**src/rtl/active_list_rob_if.sv**
```systemverilog
// Bundle of dispatch, writeback, branch-resolve, retire and occupancy signals of the active list.
// The slave modport belongs to the active list. The master modport belongs to the rename/commit side.
interface active_list_rob_if #(
  parameter int DEPTH      = 16,
  parameter int RETIRE_W   = 2,
  parameter int PHYS_IDX_W = 6,
  parameter int ADDR_W     = 32
);
  localparam int IDX_W = $clog2(DEPTH);

  // Dispatch: a slot is allocated on any edge where disp_valid && disp_ready.
  // disp_ready must not depend on disp_valid.
  logic                             disp_valid;
  logic                             disp_ready;
  logic [ADDR_W-1:0]                disp_pc;
  logic                             disp_uses_rw;
  logic [PHYS_IDX_W-1:0]            disp_reclaim_phys;
  logic                             disp_is_store;
  logic [IDX_W-1:0]                 disp_id;
  logic                             disp_color;
  logic                             wb_valid;
  logic [IDX_W-1:0]                 wb_id;
  logic                             br_valid;
  logic                             br_mispredict;
  logic [IDX_W-1:0]                 br_id;
  logic                             br_color;
  logic [RETIRE_W-1:0]              ret_valid;
  logic [RETIRE_W*ADDR_W-1:0]       ret_pc;
  logic [RETIRE_W-1:0]              ret_uses_rw;
  logic [RETIRE_W*PHYS_IDX_W-1:0]   ret_reclaim_phys;
  logic                             ret_is_store;
  logic                             squash_valid;
  logic [IDX_W:0]                   squash_count;
  logic [IDX_W:0]                   count;
  logic                             empty;
  logic                             full;

  modport master (
    output disp_valid, disp_pc, disp_uses_rw, disp_reclaim_phys, disp_is_store,
    output wb_valid, wb_id, br_valid, br_mispredict, br_id, br_color,
    input  disp_ready, disp_id, disp_color, ret_valid, ret_pc, ret_uses_rw,
    input  ret_reclaim_phys, ret_is_store, squash_valid, squash_count, count, empty, full
  );

  modport slave (
    input  disp_valid, disp_pc, disp_uses_rw, disp_reclaim_phys, disp_is_store,
    input  wb_valid, wb_id, br_valid, br_mispredict, br_id, br_color,
    output disp_ready, disp_id, disp_color, ret_valid, ret_pc, ret_uses_rw,
    output ret_reclaim_phys, ret_is_store, squash_valid, squash_count, count, empty, full
  );
endinterface

```
**src/rtl/active_list_rob.sv**
```systemverilog
// Active list / reorder buffer: circular buffer with colored head/tail pointers, in-order multi-retire
// and truncation of younger entries on branch mispredict.
module active_list_rob #(
  parameter int DEPTH      = 16,
  parameter int RETIRE_W   = 2,
  parameter int PHYS_IDX_W = 6,
  parameter int ADDR_W     = 32
) (
  input  logic              clk,
  input  logic              rst,
  active_list_rob_if.slave  bus
);
  localparam int IDX_W = $clog2(DEPTH);
  localparam int PTR_W = IDX_W + 1;

  logic [PTR_W-1:0]       head, tail, cnt;
  logic [PTR_W-1:0]       br_ptr, br_off, br_next;
  logic [IDX_W-1:0]       wb_off;
  logic                   flush_now, accept, wb_live, wb_squashed;
  logic [DEPTH-1:0]       done;
  logic [DEPTH-1:0]       squash_mask;
  logic [ADDR_W-1:0]      pc_mem      [DEPTH];
  logic [PHYS_IDX_W-1:0]  reclaim_mem [DEPTH];
  logic [DEPTH-1:0]       uses_rw_mem;
  logic [DEPTH-1:0]       store_mem;

  logic [IDX_W-1:0]       scan_idx [RETIRE_W];
  logic [RETIRE_W-1:0]    grp;
  logic [PTR_W-1:0]       grp_n;

  logic [RETIRE_W-1:0]            ret_valid_q, ret_uses_rw_q;
  logic [RETIRE_W*ADDR_W-1:0]     ret_pc_q;
  logic [RETIRE_W*PHYS_IDX_W-1:0] ret_reclaim_q;
  logic                           ret_is_store_q, squash_valid_q;
  logic [PTR_W-1:0]               squash_count_q;

  assign cnt         = tail - head;
  assign br_ptr      = {bus.br_color, bus.br_id};
  assign br_off      = br_ptr - head;
  assign br_next     = br_ptr + PTR_W'(1);
  assign flush_now   = bus.br_valid && bus.br_mispredict && (br_off < cnt);
  assign accept      = bus.disp_valid && bus.disp_ready;
  assign wb_off      = bus.wb_id - head[IDX_W-1:0];
  assign wb_live     = {1'b0, wb_off} < cnt;
  assign wb_squashed = flush_now && ({1'b0, wb_off} > br_off);

  assign bus.disp_ready = (cnt != PTR_W'(DEPTH)) && !flush_now;
  assign bus.disp_id    = tail[IDX_W-1:0];
  assign bus.disp_color = tail[IDX_W];
  assign bus.count      = cnt;
  assign bus.empty      = (cnt == '0);
  assign bus.full       = (cnt == PTR_W'(DEPTH));
  assign bus.ret_valid        = ret_valid_q;
  assign bus.ret_pc           = ret_pc_q;
  assign bus.ret_uses_rw      = ret_uses_rw_q;
  assign bus.ret_reclaim_phys = ret_reclaim_q;
  assign bus.ret_is_store     = ret_is_store_q;
  assign bus.squash_valid     = squash_valid_q;
  assign bus.squash_count     = squash_count_q;

  // Entries younger than the mispredicted branch that are still live.
  always_comb begin
    squash_mask = '0;
    for (int i = 0; i < DEPTH; i++) begin
      squash_mask[i] = flush_now && ({1'b0, IDX_W'(i) - head[IDX_W-1:0]} > br_off) &&
                       ({1'b0, IDX_W'(i) - head[IDX_W-1:0]} < cnt);
    end
  end

  // Longest done prefix from head; stops at a not-done entry, a non-leading store,
  // or past the branch being flushed this cycle.
  always_comb begin
    logic stop;
    stop  = 1'b0;
    grp   = '0;
    grp_n = '0;
    for (int k = 0; k < RETIRE_W; k++) begin
      scan_idx[k] = head[IDX_W-1:0] + IDX_W'(k);
      if (!stop) begin
        if ((PTR_W'(k) >= cnt) || !done[scan_idx[k]] || ((k > 0) && store_mem[scan_idx[k]]) ||
            (flush_now && (PTR_W'(k) > br_off))) begin
          stop = 1'b1;
        end else begin
          grp[k] = 1'b1;
          grp_n  = grp_n + PTR_W'(1);
        end
      end
    end
  end

  always_ff @(posedge clk) begin
    if (accept) begin
      pc_mem[tail[IDX_W-1:0]]      <= bus.disp_pc;
      reclaim_mem[tail[IDX_W-1:0]] <= bus.disp_reclaim_phys;
      uses_rw_mem[tail[IDX_W-1:0]] <= bus.disp_uses_rw;
      store_mem[tail[IDX_W-1:0]]   <= bus.disp_is_store;
    end
  end

  always_ff @(posedge clk) begin
    if (rst) begin
      head           <= '0;
      tail           <= '0;
      done           <= '0;
      ret_valid_q    <= '0;
      ret_pc_q       <= '0;
      ret_uses_rw_q  <= '0;
      ret_reclaim_q  <= '0;
      ret_is_store_q <= 1'b0;
      squash_valid_q <= 1'b0;
      squash_count_q <= '0;
    end else begin
      head           <= head + grp_n;
      squash_valid_q <= flush_now;
      squash_count_q <= flush_now ? (tail - br_next) : '0;
      ret_is_store_q <= grp[0] && store_mem[scan_idx[0]];
      for (int k = 0; k < RETIRE_W; k++) begin
        ret_valid_q[k]   <= grp[k];
        ret_uses_rw_q[k] <= grp[k] && uses_rw_mem[scan_idx[k]];
        ret_pc_q[k*ADDR_W +: ADDR_W] <= grp[k] ? pc_mem[scan_idx[k]] : '0;
        ret_reclaim_q[k*PHYS_IDX_W +: PHYS_IDX_W] <= grp[k] ? reclaim_mem[scan_idx[k]] : '0;
        if (grp[k]) done[scan_idx[k]] <= 1'b0;
      end
      if (flush_now) begin
        tail <= br_next;
        for (int i = 0; i < DEPTH; i++) begin
          if (squash_mask[i]) done[i] <= 1'b0;
        end
      end else if (accept) begin
        tail <= tail + PTR_W'(1);
        done[tail[IDX_W-1:0]] <= 1'b0;
      end
      if (bus.wb_valid && wb_live && !wb_squashed) done[bus.wb_id] <= 1'b1;
    end
  end
endmodule

```
**src/flat_wrapper.sv**
```systemverilog
// flat-port wrapper written by rule: the top's interface ports become plain ports
module active_list_rob_flat 
#(
  parameter int DEPTH      = 16,
  parameter int RETIRE_W   = 2,
  parameter int PHYS_IDX_W = 6,
  parameter int ADDR_W     = 32
)
  (clk, rst, bus_disp_valid, bus_disp_pc, bus_disp_uses_rw, bus_disp_reclaim_phys, bus_disp_is_store, bus_wb_valid, bus_wb_id, bus_br_valid, bus_br_mispredict, bus_br_id, bus_br_color, bus_disp_ready, bus_disp_id, bus_disp_color, bus_ret_valid, bus_ret_pc, bus_ret_uses_rw, bus_ret_reclaim_phys, bus_ret_is_store, bus_squash_valid, bus_squash_count, bus_count, bus_empty, bus_full);
  active_list_rob_if #(.DEPTH(DEPTH), .RETIRE_W(RETIRE_W), .PHYS_IDX_W(PHYS_IDX_W), .ADDR_W(ADDR_W)) bus_i ();
  input  logic clk;
  input  logic rst;
  input wire logic [$bits(bus_i.disp_valid)-1:0] bus_disp_valid;
  input wire logic [$bits(bus_i.disp_pc)-1:0] bus_disp_pc;
  input wire logic [$bits(bus_i.disp_uses_rw)-1:0] bus_disp_uses_rw;
  input wire logic [$bits(bus_i.disp_reclaim_phys)-1:0] bus_disp_reclaim_phys;
  input wire logic [$bits(bus_i.disp_is_store)-1:0] bus_disp_is_store;
  input wire logic [$bits(bus_i.wb_valid)-1:0] bus_wb_valid;
  input wire logic [$bits(bus_i.wb_id)-1:0] bus_wb_id;
  input wire logic [$bits(bus_i.br_valid)-1:0] bus_br_valid;
  input wire logic [$bits(bus_i.br_mispredict)-1:0] bus_br_mispredict;
  input wire logic [$bits(bus_i.br_id)-1:0] bus_br_id;
  input wire logic [$bits(bus_i.br_color)-1:0] bus_br_color;
  output wire logic [$bits(bus_i.disp_ready)-1:0] bus_disp_ready;
  output wire logic [$bits(bus_i.disp_id)-1:0] bus_disp_id;
  output wire logic [$bits(bus_i.disp_color)-1:0] bus_disp_color;
  output wire logic [$bits(bus_i.ret_valid)-1:0] bus_ret_valid;
  output wire logic [$bits(bus_i.ret_pc)-1:0] bus_ret_pc;
  output wire logic [$bits(bus_i.ret_uses_rw)-1:0] bus_ret_uses_rw;
  output wire logic [$bits(bus_i.ret_reclaim_phys)-1:0] bus_ret_reclaim_phys;
  output wire logic [$bits(bus_i.ret_is_store)-1:0] bus_ret_is_store;
  output wire logic [$bits(bus_i.squash_valid)-1:0] bus_squash_valid;
  output wire logic [$bits(bus_i.squash_count)-1:0] bus_squash_count;
  output wire logic [$bits(bus_i.count)-1:0] bus_count;
  output wire logic [$bits(bus_i.empty)-1:0] bus_empty;
  output wire logic [$bits(bus_i.full)-1:0] bus_full;
  assign bus_i.disp_valid = bus_disp_valid;
  assign bus_i.disp_pc = bus_disp_pc;
  assign bus_i.disp_uses_rw = bus_disp_uses_rw;
  assign bus_i.disp_reclaim_phys = bus_disp_reclaim_phys;
  assign bus_i.disp_is_store = bus_disp_is_store;
  assign bus_i.wb_valid = bus_wb_valid;
  assign bus_i.wb_id = bus_wb_id;
  assign bus_i.br_valid = bus_br_valid;
  assign bus_i.br_mispredict = bus_br_mispredict;
  assign bus_i.br_id = bus_br_id;
  assign bus_i.br_color = bus_br_color;
  assign bus_disp_ready = bus_i.disp_ready;
  assign bus_disp_id = bus_i.disp_id;
  assign bus_disp_color = bus_i.disp_color;
  assign bus_ret_valid = bus_i.ret_valid;
  assign bus_ret_pc = bus_i.ret_pc;
  assign bus_ret_uses_rw = bus_i.ret_uses_rw;
  assign bus_ret_reclaim_phys = bus_i.ret_reclaim_phys;
  assign bus_ret_is_store = bus_i.ret_is_store;
  assign bus_squash_valid = bus_i.squash_valid;
  assign bus_squash_count = bus_i.squash_count;
  assign bus_count = bus_i.count;
  assign bus_empty = bus_i.empty;
  assign bus_full = bus_i.full;
  active_list_rob #(.DEPTH(DEPTH), .RETIRE_W(RETIRE_W), .PHYS_IDX_W(PHYS_IDX_W), .ADDR_W(ADDR_W)) u_core (.clk(clk), .rst(rst), .bus(bus_i));
endmodule
```
**config.mk**
```make
export PLATFORM = sky130hd
export DESIGN_NAME = active_list_rob_flat
export DESIGN_NICKNAME = d
export VERILOG_FILES = /design/src/rtl/active_list_rob_if.sv /design/src/rtl/active_list_rob.sv /design/src/flat_wrapper.sv
export SDC_FILE = /design/constraint.sdc
export NUM_CORES = 1
export LEC_CHECK = 0
export CORE_MARGIN = 5
export CORE_UTILIZATION = 45
export CTS_CLUSTER_SIZE = 8
export DETAILED_ROUTE_END_ITERATION = 8
export PLACE_DENSITY_LB_ADDON = 0.2
export SLEW_MARGIN = 10
export SYNTH_ARGS = -nofsm -noshare
export SYNTH_HDL_FRONTEND = slang
export SYNTH_SLANG_ARGS = --single-unit
```
**constraint.sdc**
```tcl
create_clock -name clk -period 7 [get_ports clk]
set_clock_uncertainty 0.15 [all_clocks]
set_input_delay 1.4 -clock clk [delete_from_list [all_inputs] [get_ports clk]]
set_output_delay 1.4 -clock clk [all_outputs]
set_load 0.05 [all_outputs]
```
Word level (Yosys, flattened, before mapping)
Memory sizes are Yosys's and may differ from the RTL's. A register that Yosys moved wholly into a read port is not among the register bits.
Index checks and enable logic that the tools add are counted.
- $add $sub $neg: 25
- magnitude comparators: 47
- equal/unequal tests: 2
- multiplexer cells: 57
- bitwise logic cells: 9
- reductions and logical operators: 62
- operators with widths (cell ; count):
    $mux W16 ; 8
    $gt A4 B5 Y1 ; 17
    $lt A4 B5 Y1 ; 17
    $and A16 B16 Y16 ; 3
    $logic_and A1 B1 Y1 ; 48
    $not A16 Y16 ; 3
    $mux W1 ; 33
    $bwmux W16 ; 2
    $sub A4 B4 Y4 const A ; 8
    $bmux W1 S4 ; 6
    $lt A4 B5 Y1 const B ; 4
    $mux W5 ; 4
    $demux W1 S4 ; 4
    $ge A4 B1 Y1 const B ; 4
    $or A16 B16 Y16 ; 1
    $sub A3 B4 Y4 const A ; 4
    $sub A5 B5 Y5 ; 3
    $add A5 B1 Y5 const B ; 2
    $ge A1 B5 Y1 const A ; 2
    $gt A1 B5 Y1 const A ; 2
    $sub A1 B4 Y4 const A ; 2
    $sub A2 B4 Y4 const A ; 2
    $reduce_or A2 Y1 ; 3
    $add A5 B5 Y5 ; 1
    11 further kinds ; 19
- register bits: 69
- RAM bits: 608
- input bits: 55
- output and inout bits: 100
- memories kept: 2
- memories (name ; words ; width ; read ports ; clocked after memory_dff ; wr ports ; RTL line ; source):
    u_core.pc_mem ; 16 ; 32 ; 2 ; 2 ; 1 ; active_list_rob.sv:22 ; logic [ADDR_W-1:0] pc_mem [DEPTH];
    u_core.reclaim_mem ; 16 ; 6 ; 2 ; 2 ; 1 ; active_list_rob.sv:23 ; logic [PHYS_IDX_W-1:0] reclaim_mem [DEPTH];

Longest topological paths before layout
- depth in word-level cells: 17
- gate-level depth with buffers: 18

Worst setup path after synthesis
Ideal clock, no wire load.
- kind: register to register
- from: reg u_core.head[1]
- to: reg u_core.done[2]
- setup time: 0.228 ns
- data arrival time: 6.791 ns
- required time: 6.622 ns
- setup slack: -0.170 ns
- cell stages (with the launch flop): 16
- path buffers: 3
- cells stage by stage: dfxtp_1 > buf_2 > buf_1 > inv_1 > fa_1 > xor2_1 > inv_1 > ha_1 > nand2_1 > o21ai_0 > nand3_1 > a21o_1 > a21o_1 > clkbuf_1 > a21oi_1 > o32ai_1
- elaborated cells between the ends (all ways): 68
- classes of those cells: add/sub (5); order compare (13); eq/ne (1); mux (22); bitwise (6); reduce/logical (21)
- RTL lines (what ; RTL line ; source):
    start, declared ; active_list_rob.sv:16 ; logic [PTR_W-1:0] head, tail, cnt;
    start signal, assigned ; active_list_rob.sv:113 ; head <= head + grp_n;
    $sub A5 B5 Y5 (*) ; active_list_rob.sv:37 ; assign cnt = tail - head;
    net bus_count[2] ; flat_wrapper.sv:34 ; output wire logic [$bits(bus_i.count)-1:0] bus_count;
    $lt A5 B5 Y1 ; active_list_rob.sv:41 ; assign flush_now = bus.br_valid && bus.br_mispredict && (br_off < cnt);
    $logic_and A1 B1 Y1 ; active_list_rob.sv:41 ;
    $logic_and A1 B1 Y1 ; active_list_rob.sv:81 ; (flush_now && (PTR_W'(k) > br_off))) begin
    $logic_or A1 B1 Y1 ; active_list_rob.sv:80 ; if ((PTR_W'(k) >= cnt) || !done[scan_idx[k]] || ((k > 0) && store_mem[scan_idx[k]]) ||
    $mux W16 ; active_list_rob.sv:122 ; if (grp[k]) done[scan_idx[k]] <= 1'b0;
    $mux W16 ; active_list_rob.sv:101 ; if (rst) begin
    $and A16 B16 Y16 (no line) ; -- ;
    $mux W16 ; active_list_rob.sv:122 ;
    $mux W16 ; active_list_rob.sv:101 ;
    $and A16 B16 Y16 (no line) ; -- ;
    $mux W16 ; active_list_rob.sv:129 ; end else if (accept) begin
    $mux W16 ; active_list_rob.sv:124 ; if (flush_now) begin
    $mux W16 ; active_list_rob.sv:101 ;
    $or A16 B16 Y16 (no line) ; -- ;
    $mux W16 (*) ; active_list_rob.sv:133 ; if (bus.wb_valid && wb_live && !wb_squashed) done[bus.wb_id] <= 1'b1;
    end signal, assigned ; active_list_rob.sv:104 ; done <= '0;
    end signal, assigned by index ; active_list_rob.sv:127 ; if (squash_mask[i]) done[i] <= 1'b0;
    end signal, assigned by index ; active_list_rob.sv:133 ;
    end, declared ; active_list_rob.sv:20 ; logic [DEPTH-1:0] done;
The timed path passes the listed nets; every way through them passes the cells marked *. The select of a mux whose other input is x is not followed.
A chain may end at the register's enable or synchronous reset.

Final worst setup path
- from: reg u_core.head[2]
- to: out bus_full
- word-level cells in the longest chain between the ends: 2
- ends and longest elaborated chain (what ; RTL line ; source):
    $sub A5 B5 Y5 ; active_list_rob.sv:37 ;
    $eq A5 B5 Y1 ; active_list_rob.sv:52 ; assign bus.full = (cnt == PTR_W'(DEPTH));
    end, declared ; flat_wrapper.sv:36 ; output wire logic [$bits(bus_i.full)-1:0] bus_full;
No other way between the ends.

==> results.yml <==
run_status:
  outcome: "finished, final reports clean"
clock_tree:
  post-cts-setup-buffer-count: 0
  h-tree-depth: 3
  cts_tree: "yes"
  clk_pin_slew_ns: 0.06
  clk_latency_ns: 0.65
  ctsResizeCount: 0
  clock_path_buffers: 3
  cts_hold_buf: 0
  clkSinkCount: 753
  cts_root_buf: "clkbuf_16"
  cts_buffers: 104
detailed_routing:
  avgViaCountPerCell: 6.25
  drt-pass1-iter-count: 5
  wl_um: 94900
  drc_errors: 0
  wl_per_cell_um: 29.5
  via_count: 20100
  drtAntennaViolNets: 0
  drt_iter0_drc: 2137
floorplanning:
  pin_count: 155
  fp.dieH_um: 291
  die-area_um2: 84600
  core_um2: 78600
  die_w_um: 291
  initial_core_util_pct: 45.1
  row_count: 103
timing:
  period_share_pct: 90.3
  fmaxAchievable_ghz: 0.158
  fin_setup_tns_ns: 0
  slew_viol_final: 0
  rsz0062_at_grt: "no"
  maxSlewHeadroom_pct: 25.6
  worstMarginPinSlew_ns: 1.12
  setup_viol: 0
  finalHoldViolCount: 0
  final.min_clock_period_ns: 6.32
synthesis:
  yosysWarningCount: 0
  synthFlopType: "edfxtp_1"
  ys_top_cells_by_area: "edfxtp_1 (54%), mux4_2 (25%), dfxtp_1 (6.4%), ha_1 (3.0%), nor2b_1 (1.6%)"
  synthCells: 1875
  synth_top_cell_area_share_pct: 54.2
  synthArstFlopShare_pct: 0
  seq_area_frac_synth_pct: 60.5
  yosysMostFrequentCell: "edfxtp_1"
  synth_seq_cells: 753
  synth_cell_type_count: 61
  synth_nets: 2020
  syn_area_um2: 35500
  ys_top_cells_by_count: "edfxtp_1 (640), mux4_2 (399), dfxtp_1 (113)"
  synth_largest_area_cell: "edfxtp_1"
  avgSynthCellArea_um2: 18.9
  synth_edf_count: 640
cells_and_area:
  nets: 2218
  stdcell_area_um2: 41600
  utilization_pct: 52.9
  num-fill-cells: 6213
  area_growth_pct: 17.3
  drive_gt1_share_pct: 28.1
  instances_no_fill: 3216
placed_design:
  detailed_place.area_um2: 38500
  io_buffers: 154
  gp_congestion: 0.887
  place_hpwl_um: 56200
  dp.cells: 3017
critical_path:
  reg2reg_depth: 15
  cp_slowest_cell: "clkdlybuf4s50_1"
  crit_fanout: 27
  critPathArrivalTime_ns: 4.77
  slowest_delay_ns: 0.91
  start_kind: "flop"
  path_common_cell: "buf_4"
  reg2reg_from: "u_core.head[2]$_SDFF_PP0_"
  reg2reg_to: "u_core.pc_mem[0][8]$_DFFE_PP_"
  cp.required_ns: 5.45
  critical_path_class: "flop to primary output"
  r2r_slack_ns: 1.99
  cp_cell_sequence: "inv_1, buf_4, ha_1, o2bb2ai_1, xor2_1, buf_4, clkinv_1, nor3_1, clkdlybuf4s50_1"
  end_kind: "primary output"
global_routing:
  antenna_found_initial: 3
  grt_max_degree: 147
  grt_util_met2_pct: 36.5
  grt_most_used_layer: "met2"
  use_met1_pct: 31.1
  grt_pass1_wl_um: 141000
  grt_util_met3_pct: 3.86
  track_usage_pct: 22.2
  grt_pass1_vias: 21100
  grt_remaining_overflow: 0
pwr:
  cellPowerDensity_nw_per_um2: 287
  p_leak_uw: 0.0131
  ir_drop_v: 0.000186
job:
  max_cap_viol_count: 0
hold_path:
  hold_start: "u_core.done[2]$_SDFF_PP0_"
  min_path_cells: 3
  hold_path_class: "flop to flop"
  hold-path-endpoint: "u_core.done[2]$_SDFF_PP0_"
-- power by group --
group | total [uW] | switching, uW | internal, uW
clock | 4710 | 1880 | 2830
combinational | 1930 | 1140 | 791
sequential | 5290 | 129 | 5160
total | 11900 | 3150 | 8780
-- stage by stage --
stage	power, uW	setup WS [ns]	hold WS, ns
after detailed placement	7280	0.809	0.438
after CTS	12000	0.672	0.446
final	11900	0.679	0.457
after global placement	7240	0.883	0.425
after global routing	12400	0.490	0.464
after floorplan	6530	0.332	0.387
-- critical path: cells and delay by family, from the launching register on --
kind / cells / cell delay (ns)
compound gates: 1 / 0.20
fa+ha+maj: 1 / 0.36
xor+xnor: 1 / 0.16
buf+inv: 5 / 1.98
flops: 1 / 0.75
simple gates: 1 / 0.66
-- routing by layer --
layer | part of all wire, % | routed length (um) | up-vias
met5 | 0.014 | 13 | -
met4 | 2.1 | 2010 | 2
met3 | 6.9 | 6540 | 127
met2 | 50 | 47000 | 827
met1 | 41 | 39300 | 10800
li1 | - | - | 8353
-- sequential cells by signal, indices dropped and copies added, names as in the netlist --
| signal | cells |
|---|---|
| u_core.bus.ret_is_store | 1 |
| u_core.bus.squash_valid | 1 |
| u_core.tail | 5 |
| u_core.head | 5 |
| u_core.reclaim_mem | 96 |
| u_core.pc_mem | 512 |
| u_core.bus.ret_pc | 64 |
| u_core.done | 16 |
| u_core.uses_rw_mem | 16 |
| u_core.store_mem | 16 |
| u_core.bus.ret_uses_rw | 2 |
| u_core.bus.ret_reclaim_phys | 12 |
| u_core.bus.squash_count | 5 |
| u_core.bus.ret_valid | 2 |
-- worst max-delay path by stage --
stage,start,endpoint,slack (ns)
2_1_floorplan,u_core.head[1]$_SDFF_PP0_,bus_disp_ready,0.33
5_1_grt,u_core.head[2]$_SDFF_PP0_,bus_full,0.49
3_3_place_gp,bus_br_id[0],bus_disp_ready,0.88
6_report,u_core.head[2]$_SDFF_PP0_,bus_full,0.68
4_1_cts,u_core.head[2]$_SDFF_PP0_,bus_full,0.67
3_5_place_dp,bus_br_id[0],bus_disp_ready,0.81
-- cells by family after synthesis --
group                      Yosys count  synth area share, %
AOI/OAI and AO/OA                  173                 3.76
and+or+nand+nor                    231                 3.85
buffers and inverters              186                 2.11
DFF                                753                 60.5
muxes                              402                 25.4
xor gates and xnor gates            32                0.832
adders and majority gates           98                 3.51
-- layout make-up --
class / instances / area, um2 / area share (%)
clock inverters: 7 / 125 / 0.301
repair buffers: 209 / 2160 / 5.20
diodes: 2 / 5.00 / 0.0120
well taps: 1050 / 1310 / 3.16
clock buffers: 190 / 2960 / 7.10
multi-input cells: 936 / 13300 / 32.0
inverters: 69 / 263 / 0.631
flip-flops and latches: 753 / 21500 / 51.6
-- layout by cell type (no fill, tap or decap), types with 22 or more instances in the layout --
master and n:
a21o_1 24, a21oi_1 32, and3_1 22, buf_4 39, clkbuf_1 84, clkbuf_16 105
clkdlybuf4s50_1 153, dfxtp_1 110, edfxtp_1 640, ha_1 84, inv_1 50, mux4_2 399
nand3_1 22, nor2b_1 89
Power figures use the tool's default switching activity.
